**src/rtl/rmii_rx_framer_pkg.sv**
```systemverilog
// Shared types and constants for the RMII receive framer.
// FSM state encoding, preamble/SFD dibits, CRC residue and error-flag bit positions.
package rmii_rx_pkg;

    typedef enum logic [1:0] {
        IDLE = 2'd0,
        PRE  = 2'd1,
        DATA = 2'd2,
        DROP = 2'd3
    } state_t;

    localparam logic [1:0]  DIBIT_PRE   = 2'b01;
    localparam logic [1:0]  DIBIT_SFD   = 2'b11;
    localparam logic [31:0] CRC_RESIDUE = 32'hDEBB_20E3;

    // Bit positions inside o_err_flags = {crc_bad, align, runt, oversize}
    localparam int ERR_CRC_BAD  = 3;
    localparam int ERR_ALIGN    = 2;
    localparam int ERR_RUNT     = 1;
    localparam int ERR_OVERSIZE = 0;

endpackage

```
**src/rtl/rmii_rx_framer_if.sv**
```systemverilog
// Bundle of RMII input, CRC engine handshake and byte-stream output signals.
// master = framer side, slave = PHY/CRC engine/parser side.
interface rmii_rx_framer_if;

    logic        i_crs_dv;
    logic [1:0]  i_rxd;
    logic        o_crc_init;
    logic        o_drive_crc;
    logic [1:0]  o_crc_rxd;
    logic [31:0] i_calculated_crc;
    logic [7:0]  o_data;
    logic        o_valid;
    logic        o_sof;
    logic        o_eof;
    logic        o_crc_ok;
    logic [3:0]  o_err_flags;

    modport master (
        input  i_crs_dv, i_rxd, i_calculated_crc,
        output o_crc_init, o_drive_crc, o_crc_rxd,
        output o_data, o_valid, o_sof, o_eof, o_crc_ok, o_err_flags
    );

    modport slave (
        output i_crs_dv, i_rxd, i_calculated_crc,
        input  o_crc_init, o_drive_crc, o_crc_rxd,
        input  o_data, o_valid, o_sof, o_eof, o_crc_ok, o_err_flags
    );

endinterface

```
**src/rtl/rmii_rx_framer_byte_assembler.sv**
```systemverilog
// Packs LSB-first dibits into bytes and keeps one byte in a hold register so
// the frame's last byte can leave together with its eof status.
module rmii_byte_assembler (
    input  logic        clk,
    input  logic        rst_n,
    input  logic        shift,
    input  logic        flush,
    input  logic        clear,
    input  logic [1:0]  dibit,
    input  logic        eof_crc_ok,
    input  logic [3:0]  eof_flags,
    output logic [1:0]  k,
    output logic [10:0] byte_cnt,
    output logic [7:0]  data,
    output logic        valid,
    output logic        sof,
    output logic        eof,
    output logic        crc_ok,
    output logic [3:0]  err_flags
);
    import rmii_rx_pkg::*;

    logic [5:0] sr;
    logic [7:0] hold;
    logic       hold_full;
    logic       first;

    always_ff @(posedge clk or negedge rst_n) begin
        if (!rst_n) begin
            k         <= '0;
            byte_cnt  <= '0;
            sr        <= '0;
            hold      <= '0;
            hold_full <= 1'b0;
            first     <= 1'b1;
            data      <= '0;
            valid     <= 1'b0;
            sof       <= 1'b0;
            eof       <= 1'b0;
            crc_ok    <= 1'b0;
            err_flags <= '0;
        end else begin
            valid     <= 1'b0;
            sof       <= 1'b0;
            eof       <= 1'b0;
            crc_ok    <= 1'b0;
            err_flags <= '0;
            // flush outranks shift so the byte past the size limit is never loaded
            if (flush) begin
                if (hold_full) begin
                    valid     <= 1'b1;
                    data      <= hold;
                    sof       <= first;
                    eof       <= 1'b1;
                    crc_ok    <= eof_crc_ok;
                    err_flags <= eof_flags;
                end
                k         <= '0;
                byte_cnt  <= '0;
                hold_full <= 1'b0;
                first     <= 1'b1;
            end else if (shift) begin
                k <= k + 2'd1;
                if (k == 2'd3) begin
                    if (hold_full) begin
                        valid <= 1'b1;
                        data  <= hold;
                        sof   <= first;
                        first <= 1'b0;
                    end
                    hold      <= {dibit, sr};
                    hold_full <= 1'b1;
                    byte_cnt  <= byte_cnt + 11'd1;
                end else begin
                    sr <= {dibit, sr[5:2]};
                end
            end else if (clear) begin
                k         <= '0;
                byte_cnt  <= '0;
                hold_full <= 1'b0;
                first     <= 1'b1;
            end
        end
    end

endmodule

```
**src/rtl/rmii_rx_framer.sv**
```systemverilog
// RMII receive framer: preamble/SFD hunt, CRC engine control, byte assembly
// and end-of-frame status (crc, alignment, runt, oversize).
module rmii_rx_framer #(
    parameter int          MIN_PREAMBLE_DIBITS = 4,
    parameter int          MIN_FRAME_BYTES     = 64,
    parameter int          MAX_FRAME_BYTES     = 1518,
    parameter logic [31:0] CRC_RESIDUE         = rmii_rx_pkg::CRC_RESIDUE
) (
    input  logic               i_rmii_clk,
    input  logic               i_rstn,
    rmii_rx_framer_if.master   bus
);
    import rmii_rx_pkg::*;

    state_t      state, state_nxt;
    logic        r_dv;
    logic [1:0]  r_rxd;
    logic [7:0]  pre_cnt;
    logic [1:0]  k;
    logic [10:0] byte_cnt;
    logic        over;
    logic        crc_init, drive_crc, flush, clear;
    logic        eof_ok;
    logic [3:0]  eof_flags;

    always_ff @(posedge i_rmii_clk or negedge i_rstn) begin
        if (!i_rstn) begin
            r_dv  <= 1'b0;
            r_rxd <= '0;
        end else begin
            r_dv  <= bus.i_crs_dv;
            r_rxd <= bus.i_rxd;
        end
    end

    always_ff @(posedge i_rmii_clk or negedge i_rstn) begin
        if (!i_rstn) state <= IDLE;
        else         state <= state_nxt;
    end

    // IDLE preloads 1 so the dibit that triggers IDLE->PRE is already counted
    always_ff @(posedge i_rmii_clk or negedge i_rstn) begin
        if (!i_rstn)
            pre_cnt <= '0;
        else if (state == IDLE)
            pre_cnt <= 8'd1;
        else if (state == PRE && r_rxd == DIBIT_PRE && pre_cnt != 8'hFF)
            pre_cnt <= pre_cnt + 8'd1;
    end

    assign over = (state == DATA) && r_dv && (k == 2'd3) &&
                  (byte_cnt == 11'(MAX_FRAME_BYTES));

    always_comb begin
        state_nxt = state;
        case (state)
            IDLE: if (r_dv) state_nxt = (r_rxd == DIBIT_PRE) ? PRE : DROP;
            PRE: begin
                if (!r_dv)
                    state_nxt = IDLE;
                else if (r_rxd == DIBIT_PRE)
                    state_nxt = PRE;
                else if (r_rxd == DIBIT_SFD && int'(pre_cnt) >= MIN_PREAMBLE_DIBITS)
                    state_nxt = DATA;
                else
                    state_nxt = DROP;
            end
            DATA: begin
                if (!r_dv)     state_nxt = IDLE;
                else if (over) state_nxt = DROP;
            end
            DROP: if (!r_dv) state_nxt = IDLE;
            default: state_nxt = IDLE;
        endcase
    end

    always_comb begin
        crc_init  = 1'b1;
        drive_crc = 1'b0;
        flush     = 1'b0;
        clear     = 1'b1;
        eof_ok    = 1'b0;
        eof_flags = '0;
        if (state == DATA) begin
            crc_init  = 1'b0;
            clear     = 1'b0;
            drive_crc = r_dv;
            flush     = !r_dv || over;
            // truncated frames never report crc status, only oversize
            if (over) begin
                eof_flags[ERR_OVERSIZE] = 1'b1;
            end else begin
                eof_ok                 = (bus.i_calculated_crc == CRC_RESIDUE);
                eof_flags[ERR_CRC_BAD] = !eof_ok;
                eof_flags[ERR_ALIGN]   = (k != 2'd0);
                eof_flags[ERR_RUNT]    = (int'(byte_cnt) < MIN_FRAME_BYTES);
            end
        end
    end

    assign bus.o_crc_init  = crc_init;
    assign bus.o_drive_crc = drive_crc;
    assign bus.o_crc_rxd   = r_rxd;

    rmii_byte_assembler u_asm (
        .clk        (i_rmii_clk),
        .rst_n      (i_rstn),
        .shift      (drive_crc),
        .flush      (flush),
        .clear      (clear),
        .dibit      (r_rxd),
        .eof_crc_ok (eof_ok),
        .eof_flags  (eof_flags),
        .k          (k),
        .byte_cnt   (byte_cnt),
        .data       (bus.o_data),
        .valid      (bus.o_valid),
        .sof        (bus.o_sof),
        .eof        (bus.o_eof),
        .crc_ok     (bus.o_crc_ok),
        .err_flags  (bus.o_err_flags)
    );

endmodule
```
**src/flat_wrapper.sv**
```systemverilog
// flat-port wrapper written by rule: the top's interface ports become plain ports
module rmii_rx_framer_flat import rmii_rx_pkg::*;
#(
    parameter int          MIN_PREAMBLE_DIBITS = 4,
    parameter int          MIN_FRAME_BYTES     = 64,
    parameter int          MAX_FRAME_BYTES     = 1518,
    parameter logic [31:0] CRC_RESIDUE         = rmii_rx_pkg::CRC_RESIDUE
)
  (i_rmii_clk, i_rstn, bus_i_crs_dv, bus_i_rxd, bus_i_calculated_crc, bus_o_crc_init, bus_o_drive_crc, bus_o_crc_rxd, bus_o_data, bus_o_valid, bus_o_sof, bus_o_eof, bus_o_crc_ok, bus_o_err_flags);
  rmii_rx_framer_if bus_i ();
  input  logic i_rmii_clk;
  input  logic i_rstn;
  input wire logic [$bits(bus_i.i_crs_dv)-1:0] bus_i_crs_dv;
  input wire logic [$bits(bus_i.i_rxd)-1:0] bus_i_rxd;
  input wire logic [$bits(bus_i.i_calculated_crc)-1:0] bus_i_calculated_crc;
  output wire logic [$bits(bus_i.o_crc_init)-1:0] bus_o_crc_init;
  output wire logic [$bits(bus_i.o_drive_crc)-1:0] bus_o_drive_crc;
  output wire logic [$bits(bus_i.o_crc_rxd)-1:0] bus_o_crc_rxd;
  output wire logic [$bits(bus_i.o_data)-1:0] bus_o_data;
  output wire logic [$bits(bus_i.o_valid)-1:0] bus_o_valid;
  output wire logic [$bits(bus_i.o_sof)-1:0] bus_o_sof;
  output wire logic [$bits(bus_i.o_eof)-1:0] bus_o_eof;
  output wire logic [$bits(bus_i.o_crc_ok)-1:0] bus_o_crc_ok;
  output wire logic [$bits(bus_i.o_err_flags)-1:0] bus_o_err_flags;
  assign bus_i.i_crs_dv = bus_i_crs_dv;
  assign bus_i.i_rxd = bus_i_rxd;
  assign bus_i.i_calculated_crc = bus_i_calculated_crc;
  assign bus_o_crc_init = bus_i.o_crc_init;
  assign bus_o_drive_crc = bus_i.o_drive_crc;
  assign bus_o_crc_rxd = bus_i.o_crc_rxd;
  assign bus_o_data = bus_i.o_data;
  assign bus_o_valid = bus_i.o_valid;
  assign bus_o_sof = bus_i.o_sof;
  assign bus_o_eof = bus_i.o_eof;
  assign bus_o_crc_ok = bus_i.o_crc_ok;
  assign bus_o_err_flags = bus_i.o_err_flags;
  rmii_rx_framer #(.MIN_PREAMBLE_DIBITS(MIN_PREAMBLE_DIBITS), .MIN_FRAME_BYTES(MIN_FRAME_BYTES), .MAX_FRAME_BYTES(MAX_FRAME_BYTES), .CRC_RESIDUE(CRC_RESIDUE)) u_core (.i_rmii_clk(i_rmii_clk), .i_rstn(i_rstn), .bus(bus_i));
endmodule
```
**config.mk**
```make
export PLATFORM = sky130hd
export DESIGN_NAME = rmii_rx_framer_flat
export DESIGN_NICKNAME = d
export VERILOG_FILES = /design/src/rtl/rmii_rx_framer_pkg.sv /design/src/rtl/rmii_rx_framer_if.sv /design/src/rtl/rmii_rx_framer_byte_assembler.sv /design/src/rtl/rmii_rx_framer.sv /design/src/flat_wrapper.sv
export SDC_FILE = /design/constraint.sdc
export NUM_CORES = 1
export LEC_CHECK = 0
export ABC_AREA = 1
export CORE_ASPECT_RATIO = 0.9
export CORE_UTILIZATION = 30
export DETAILED_ROUTE_END_ITERATION = 10
export GPL_ROUTABILITY_DRIVEN = 1
export SYNTH_ARGS = -nofsm -noshare
export SYNTH_HDL_FRONTEND = slang
export SYNTH_HIERARCHICAL = 1
export SYNTH_SLANG_ARGS = --single-unit
```
**constraint.sdc**
```tcl
create_clock -name i_rmii_clk -period 2.6 [get_ports i_rmii_clk]
set_clock_uncertainty 0.05 [all_clocks]
set_input_delay 0.52 -clock i_rmii_clk [delete_from_list [all_inputs] [get_ports i_rmii_clk]]
set_output_delay 0.52 -clock i_rmii_clk [all_outputs]
set_load 0.03 [all_outputs]
```
# Word-level counts from Yosys, hierarchy flattened
# Cells that the tools add are included.
[totals]
inputBits = 37
output_inout_bits = 20
reg_bits = 58
[op_classes]
n_reduce_logical = 20
bitwise_logic = 2
addsub = 3
order_cmp = 2
eq_ne = 15
n_mux = 52
[op_table]
columns = ["operator", "count"]
rows = [
  ["8-bit two-way mux", 6],
  ["11-bit two-way mux", 4],
  ["32-bit equality test (second input constant)", 1],
  ["1-bit two-way mux", 27],
  ["2-bit two-way mux", 10],
  ["4-bit two-way mux", 3],
  ["3-bit AND reduction", 4],
  ["11-bit by 1-bit adder with 11-bit output (second input constant)", 1],
  ["11-bit equality test (second input constant)", 1],
  ["11-bit by 7-bit less-than comparator with 1-bit output (second input constant)", 1],
  ["8-bit by 1-bit adder with 8-bit output (second input constant)", 1],
  ["2-bit equality test (second input constant)", 4],
  ["8-bit by 3-bit >= comparator with 1-bit output (second input constant)", 1],
  ["8-bit != test (second input constant)", 1],
  ["2-bit case mux with 4 select lines", 1],
  ["2-bit nonzero test", 4],
  ["1-bit logical AND", 6],
  ["3-bit by 1-bit != test with 1-bit output (second input constant)", 2],
  ["2-bit by 1-bit equality test with 1-bit output (second input constant)", 2],
  ["2-bit AND reduction", 2],
  ["3-bit two-way mux", 1],
  ["3-bit by 2-bit != test with 1-bit output (second input constant)", 1],
  ["3-bit != test (second input constant)", 1],
  ["2-bit by 1-bit adder with 2-bit output (second input constant)", 1],
  ["6 further kinds", 8],
]

# Depth between registers and ports, before layout
[logic_depth]
word_depth = 8
ltp_mapped = 12
ltp_nobuf = 12

# Hierarchy
# The synthesis kept the hierarchy.
[by_module_without_submodules]
columns = ["mod", "instances", "seq_area_each_um2", "area_per_inst_um2", "cells_per_inst"]
rows = [
  ["rmii_byte_assembler", 1, 1127.3, 1890.6, 195],
  ["rmii_rx_framer", 1, 325.3, 935.9, 140],
]

# Worst setup path before layout
# No wires, ideal clock.
[synth_timing]
path_kind = "register to register"
from = "register u_core.r_dv"
to = "register u_core.u_asm.data[0]"
slack_ns = 0.183
stages_incl_launch_ff = 8
required_time_ns = 2.425
setup_time_ns = 0.125
arrival_ns = 2.243
path_buffers = 0
period_less_slack_ns = 2.417
path_cell_list = "dfrtp_1 -> nand2_1 -> nor2_1 -> nand3_1 -> a21oi_1 -> nand2_2 -> nand2_2 -> mux2_2"
[synth_via]
elab_cells_between_ends = 11
cone_classes = "mux (3); reduce/logical (8)"
[synth_rtl]
columns = ["item", "line", "source"]
rows = [
  ["from (decl)", "rmii_rx_framer.sv:16", "logic r_dv;"],
  ["from (signal assigned)", "rmii_rx_framer.sv:31", "r_dv <= bus.i_crs_dv;"],
  ["1-bit two-way mux", "rmii_rx_framer.sv:84", "if (state == DATA) begin"],
  ["named net bus_o_drive_crc", "flat_wrapper.sv:17", "output wire logic [$bits(bus_i.o_drive_crc)-1:0] bus_o_drive_crc;"],
  ["2-bit nonzero test (no source line)", "n/a", ""],
  ["2-bit AND reduction (no source line)", "n/a", ""],
  ["to (signal assigned)", "rmii_rx_framer_byte_assembler.sv:52", "data <= hold;"],
  ["to (signal assigned)", "rmii_rx_framer_byte_assembler.sv:67", "data <= hold;"],
  ["to (decl)", "rmii_rx_framer_byte_assembler.sv:14", "output logic [7:0] data,"],
]
# The timed path passes the listed nets, and every way through them passes these cells.
# A chain may end at the register's enable or synchronous reset.

# Final worst setup path
[layout_timing]
from = "register u_core.r_dv"
to = "output port bus_o_drive_crc"
[layout_via]
elab_chain_cells = 1
[layout_rtl]
columns = ["item", "line"]
rows = [
  ["1-bit two-way mux", "rmii_rx_framer.sv:84"],
  ["to (decl)", "flat_wrapper.sv:17"],
]
# Every way passes these cells.

==> out/qor.yml <==
seq_area_frac_synth_pct: 51.4
hpwl_um: 4410
fin_nets: 444
clockBufferDepth: 2
p_per_area_nw_per_um2: 672
ys_ff_latch: 58
rows: 33
cp_max_fo: 6
gr-total-overflow: 0
cts_tree: "built"
worstHoldPathType: "input pin to async pin"
grtUsageTotal_pct: 13.6
syn-num-nets: 376
num_antenna_cells: 0
clock.fmax_ghz: 0.417
htreeDepth: 3
min_period_ns: 2.40
drt-total-wl_um: 5900
viasPerCell: 4.37
rrSetupSlack_ns: 0.37
cts_num_sinks: 58
antenna_found_initial: 0
drive_gt1_share_pct: 11.8
tightest_slew_ns: 0.537
maxSlewHeadroom_pct: 64.0
routedWlPerCell_um: 11.1
io_pins: 57
final_antenna_net_count: 0
drcViolationCount: 0
synthCells: 335
drv_slew: 0
cp.required_ns: 2.03
gp_congestion: 0.809
yosysWarnings: 6
root_buffer: "clkbuf_8"
start_util_pct: 31.0
max-cap-violations: 0
r2r-start: "u_core/u_asm/byte_cnt[6]$_DFFE_PN0P_"
fillCellCount: 913
final_cell_mix: "nand2_1 (75), dfrtp_1 (57), inv_1 (56)"
drtIter0Drc: 107
worstSkewPairLatency_ns: 0.35
worst_ir_drop_vdd_mv: 0.273
crit_type: "flop to output pin"
route.vias.total: 2315
startpoint_type: "flop"
hold_viol_final: 0
end_kind: "output pin"
die_y_um: 94.1
layout_setup_ws_ns: 0.202
dp_slack_ns: 0.379
reg2reg_to: "u_core/u_asm/data[1]$_DFFE_PN0P_"
final_common_cell: "nand2_1"
clkTransAtPathRegs_ns: 0.07
final.setup.tns_ns: 0
grt_setup_unrepaired: "false"
area.growth.synth_to_final_pct: 33.8
ctsResizeCount: 0
fin_crit_sh_pct: 92.2
dr.pass1.iters: 4
avgSynthCellArea_um2: 8.44
cts_setup_buffers: 0
critPathArrivalTime_ns: 1.83
r2r_cells: 9
crit_start: "u_core/r_dv$_DFF_PN0_"
setup_viol: 0
status: "finished clean"
grt_pass1_vias: 2316
port_buffers: 56
die_area_um2: 9810
core_um2: 9130
grt_max_degree: 40
numCtsBuffers: 9
yosysUniqueCellTypes: 35
grt_pass1_wl_um: 10400
p_leak_nw: 1.79
postCtsHoldBufs: 0
die_x_um: 104
synth_area_um2: 2830
==> layout make-up <==
class	instances	area, um^2	area share (%)
sequential	58	1450	38.4
multi-input combinational	215	1130	29.8
timing repair buffer	60	598	15.8
inverter	59	224	5.92
tap	122	153	4.04
clock buffer	9	124	3.27
clock inverter	7	103	2.71
==> power breakdown <==
group / internal, mW / switching [mW] / total [mW]
sequential: 1.00 / 0.0769 / 1.08
combinational: 0.205 / 0.322 / 0.527
clock: 0.547 / 0.388 / 0.935
==> metal layers <==
layer | track usage, % | part of all wire, %
met5 | 0 | 0
met4 | 6.67 | 1.6
met3 | 3.95 | 4.4
met2 | 21.9 | 44
met1 | 16.7 | 50
==> cell families (layout without fill, tap and decap cells) <==
kind of cell | after synthesis | after routing | share of synthesized area (%)
DFF | 58 | 58 | 51.4
buffers and inverters | 62 | 135 | 8.68
xor gates and xnor gates | 3 | 3 | 0.930
AOI/OAI and AO/OA | 44 | 44 | 9.16
adders and majority gates | 4 | 4 | 1.77
and+or+nand+nor | 156 | 156 | 24.9
muxes | 8 | 8 | 3.19
==> synthesized netlist by cell type (all sizes together) <==
cell type,count,area (um^2)
buf,3,21.3
a21oi,7,42.5
ha,4,50.1
o21bai,1,7.51
nor2,41,183
o31ai,1,7.51
nand3b,2,15.0
nand3,18,90.1
nand4,7,43.8
o32ai,1,16.3
nor4,1,6.26
xor2,3,26.3
inv,59,224
a22o,1,8.76
a21boi,1,7.51
mux2,8,90.1
dfrtp,57,1430
nor3,1,5.00
o21ai,31,163
nand2,81,324
dfstp,1,26.3
nor2b,1,6.26
a31oi,1,6.26
nor3b,4,30.0
==> metrics by stage <==
step	area [um^2]	power (mW)	instances	hold slack, ns	util (%)
2_1_floorplan	2830	1.42	335	0.174	-
3_3_place_gp	3560	1.62	514	0.416	39.0
3_5_place_dp	3560	1.63	514	0.422	39.0
4_1_cts	3780	2.58	530	0.0934	41.5
5_1_grt	3780	2.71	530	0.110	41.5
6_report	3780	2.54	530	0.0869	41.5
==> state kept, by name (all words and copies together), names as in the netlist <==
name                    flops
u_core/u_asm/crc_ok         1
u_core/pre_cnt              8
u_core/u_asm/eof            1
u_core/u_asm/err_flags      4
u_core/u_asm/sr             6
u_core/u_asm/byte_cnt      11
u_core/u_asm/first          1
u_core/bus.o_crc_rxd        2
u_core/u_asm/hold_full      1
u_core/u_asm/k              2
u_core/u_asm/valid          1
u_core/u_asm/sof            1
u_core/state                2
u_core/u_asm/data           8
u_core/r_dv                 1
u_core/u_asm/hold           8
==> how the worst max path moves through the flow <==
stage,endpoint,slack (ns),cells past startpoint
2_1_floorplan,u_core/u_asm/data[0]$_DFFE_PN0P_,0.18,7
3_3_place_gp,u_core/u_asm/data[3]$_DFFE_PN0P_,0.45,9
3_5_place_dp,u_core/u_asm/data[7]$_DFFE_PN0P_,0.38,9
4_1_cts,bus_o_drive_crc,0.18,4
5_1_grt,bus_o_drive_crc,0.11,4
6_report,bus_o_drive_crc,0.20,4
==> worst max-delay path, cell delays in order (launching register included) <==
cell	delay [ns]
dfrtp_1	0.39
nand2_1	0.09
nor2_1	0.16
buf_4	0.18
clkdlybuf4s50_1	0.67
Note: power is estimated with default switching activity, not from simulation.
==> RTL edit (config.mk and constraints unchanged) <==
The 4 states of `state_t` get a one-hot encoding in 4 bits.
--- a/src/rtl/rmii_rx_framer_pkg.sv
+++ b/src/rtl/rmii_rx_framer_pkg.sv
@@ -4,7 +4,7 @@
 
-    typedef enum logic [1:0] {
-        IDLE = 2'd0,
-        PRE  = 2'd1,
-        DATA = 2'd2,
-        DROP = 2'd3
+    typedef enum logic [3:0] {
+        IDLE = 4'b0001,
+        PRE  = 4'b0010,
+        DATA = 4'b0100,
+        DROP = 4'b1000
     } state_t;
Check against the original RTL: no difference found for any inputs over 10 cycles, from zero or initial values and one cycle with i_rstn low; not proved beyond that.
==> RTL edit against the unedited design <==
Sequential cell count up 2. Final area grew 4.0%. Total power is 12% lower. Die area increased by 6.3%. Critical path type unchanged. Wire length grew 7.4%. Largest power group unchanged. Hold slack improved by 0.20 ns. Worst setup slack lost 0.058 ns. Sequential share of layout area is 0.17 points lower. Synthesized cell count up 8.7%. Synthesized area increased by 6.4%. Count of clock-buffer cells in the layout grew 2.
==> RTL edit: results (changes against the unedited design) <==
Final layout
The share of cells above drive strength 1 was 0.115 (was 0.118). The number of diodes added for antenna fixing is 0 (unchanged). The post-route core utilization is 0.406 (was 0.415).

The total number of nets in the final design is 471 (was 444). The total of fill cells in the finished design is 989 (was 913).

Power
The cell leakage power is 1.80 nW (was 1.79 nW). The peak ir drop on the vdd network came to 351 uV (was 273 uV).

Placement
The final HPWL from detailed placement is 4.63 mm (was 4.41 mm). The number of placed cells counting well taps is 545 (was 514). The worst slack at placement was 0.290 ns (was 0.379 ns). The placer congestion estimate is 0.781 (was 0.809).

Logic synthesis
Most numerous cell types in the synthesized netlist: sky130_fd_sc_hd__nand2_1 (90), sky130_fd_sc_hd__dfrtp_1 (58), sky130_fd_sc_hd__inv_1 (57), sky130_fd_sc_hd__nor2_1 (34), sky130_fd_sc_hd__o21ai_0 (25) (was sky130_fd_sc_hd__nand2_1 (75), sky130_fd_sc_hd__dfrtp_1 (57), sky130_fd_sc_hd__inv_1 (56), sky130_fd_sc_hd__nor2_1 (37), sky130_fd_sc_hd__o21ai_0 (24)). The average instance area after synthesis was 8.26 sq um (was 8.44 sq um). The synthesized netlist net count is 405 (was 376). The post-synthesis mux area share came to 0.0300 (was 0.0319). The synthesized-area fraction occupied by ao, oa, aoi and oai cells came to 0.0923 (was 0.0916).

The proportion of synthesized chip area in sequential cells is 0.500 (was 0.514). The fraction of the mapped netlist area in adder cells is 0.0166 (was 0.0177). The share of the synthesized netlist area taken by xor and xnor gates is 0.00582 (was 0.00930).

Global routing
The wire length of the first global-routing pass is 11.0 mm (was 10.4 mm). The total track usage came to 0.134 (was 0.136). The via count of the first global-routing pass is 2445 (was 2316). The initial antenna violation count is 0 (unchanged).

The maximum number of pins on one net before global-route repair is 61 (was 40).

Clock tree
The clock latency at the later pin of the worst-skew pair is 0.33 ns (was 0.35 ns).

Worst setup path
The worst flop-to-flop path endpoint is u_core/u_asm/data[4] (was u_core/u_asm/data[1]). The total number of cells along the worst setup path is 3 (was 4). The data arrival time of the worst path came to 1.89 ns (was 1.83 ns). The maximum fanout encountered on the critical timing path is 7 (was 6). The internal reg-to-reg setup slack is 0.42 ns (was 0.37 ns).

The delay contributed by the slowest stage of the critical path was 0.73 ns (was 0.67 ns). The number of buffers and inverters on the critical path came to 1 (was 2).

STA
The actual slew at the worst max-slew pin is 0.742 ns (was 0.537 ns). The final hold slack is 0.284 ns (was 0.0869 ns).

Detailed routing
The detail-routed via count per cell came to 4.46 (was 4.37). The met3 wire length is 318 microns (was 262 microns). The iteration-0 DRC count of the detailed router is 172 (was 107). The detailed-route wire length was 6.33 mm (was 5.90 mm). The wire length on met1 was 3.08 mm (was 2.94 mm).

Run status
Run status: finished clean (unchanged).
-- RTL edit: cell types whose count changed after synthesis, sizes merged, moves of 3 or more --
cell | before | now
nand2 | 81 | 95
nand3 | 18 | 25
nand4 | 7 | 10
o21bai | 1 | 4
-- RTL edit: repair_timing --
item,in CTS,in global routing
hold endpoints to repair,0,0
gates resized for setup,1,0
setup endpoints to repair,1,0
-- RTL edit: logic make-up (layout without fill, tap and decap cells) --
family          after synthesis  in the layout
xor+xnor                      2              2
fa+ha+maj                     4              4
compound gates               47             47
flops                        60             60
mux                           8              8
buf+inv                      61            131
simple gates                182            182
-- RTL edit: final cells by class --
class                      instances  area share
sequential                        60       0.382
multi-input combinational        243       0.320
timing repair buffer              59       0.147
inverter                          57      0.0544
tap                              126      0.0401
clock buffer                      11      0.0385
clock inverter                     4      0.0184
-- RTL edit: routing by layer --
metal  up-vias  global-route usage
met5         -                   0
met4         0              0.0432
met3         5              0.0451
met2        39               0.213
met1      1160               0.169
li1       1293                   -
-- RTL edit: where the power goes --
part	internal (mW)	total, mW	switching, mW	leakage (nW)
Sequential	0.969	0.997	0.0277	0.820
Clock	0.585	0.941	0.357	0.111
Combinational	0.112	0.298	0.186	0.868
Total	1.67	2.24	0.571	1.80
-- RTL edit: worst max-delay path by stage --
| stage | startpoint | slack, ns | end |
|---|---|---|---|
| 2_1_floorplan | u_core/state[1] | 0.47 | u_core/u_asm/data[0] |
| 3_3_place_gp | u_core/state[1] | 0.34 | bus_o_drive_crc |
| 3_5_place_dp | u_core/state[1] | 0.29 | bus_o_drive_crc |
| 4_1_cts | u_core/state[0] | 0.11 | bus_o_crc_init |
| 5_1_grt | u_core/state[0] | 0.04 | bus_o_crc_init |
| 6_report | u_core/state[0] | 0.14 | bus_o_crc_init |
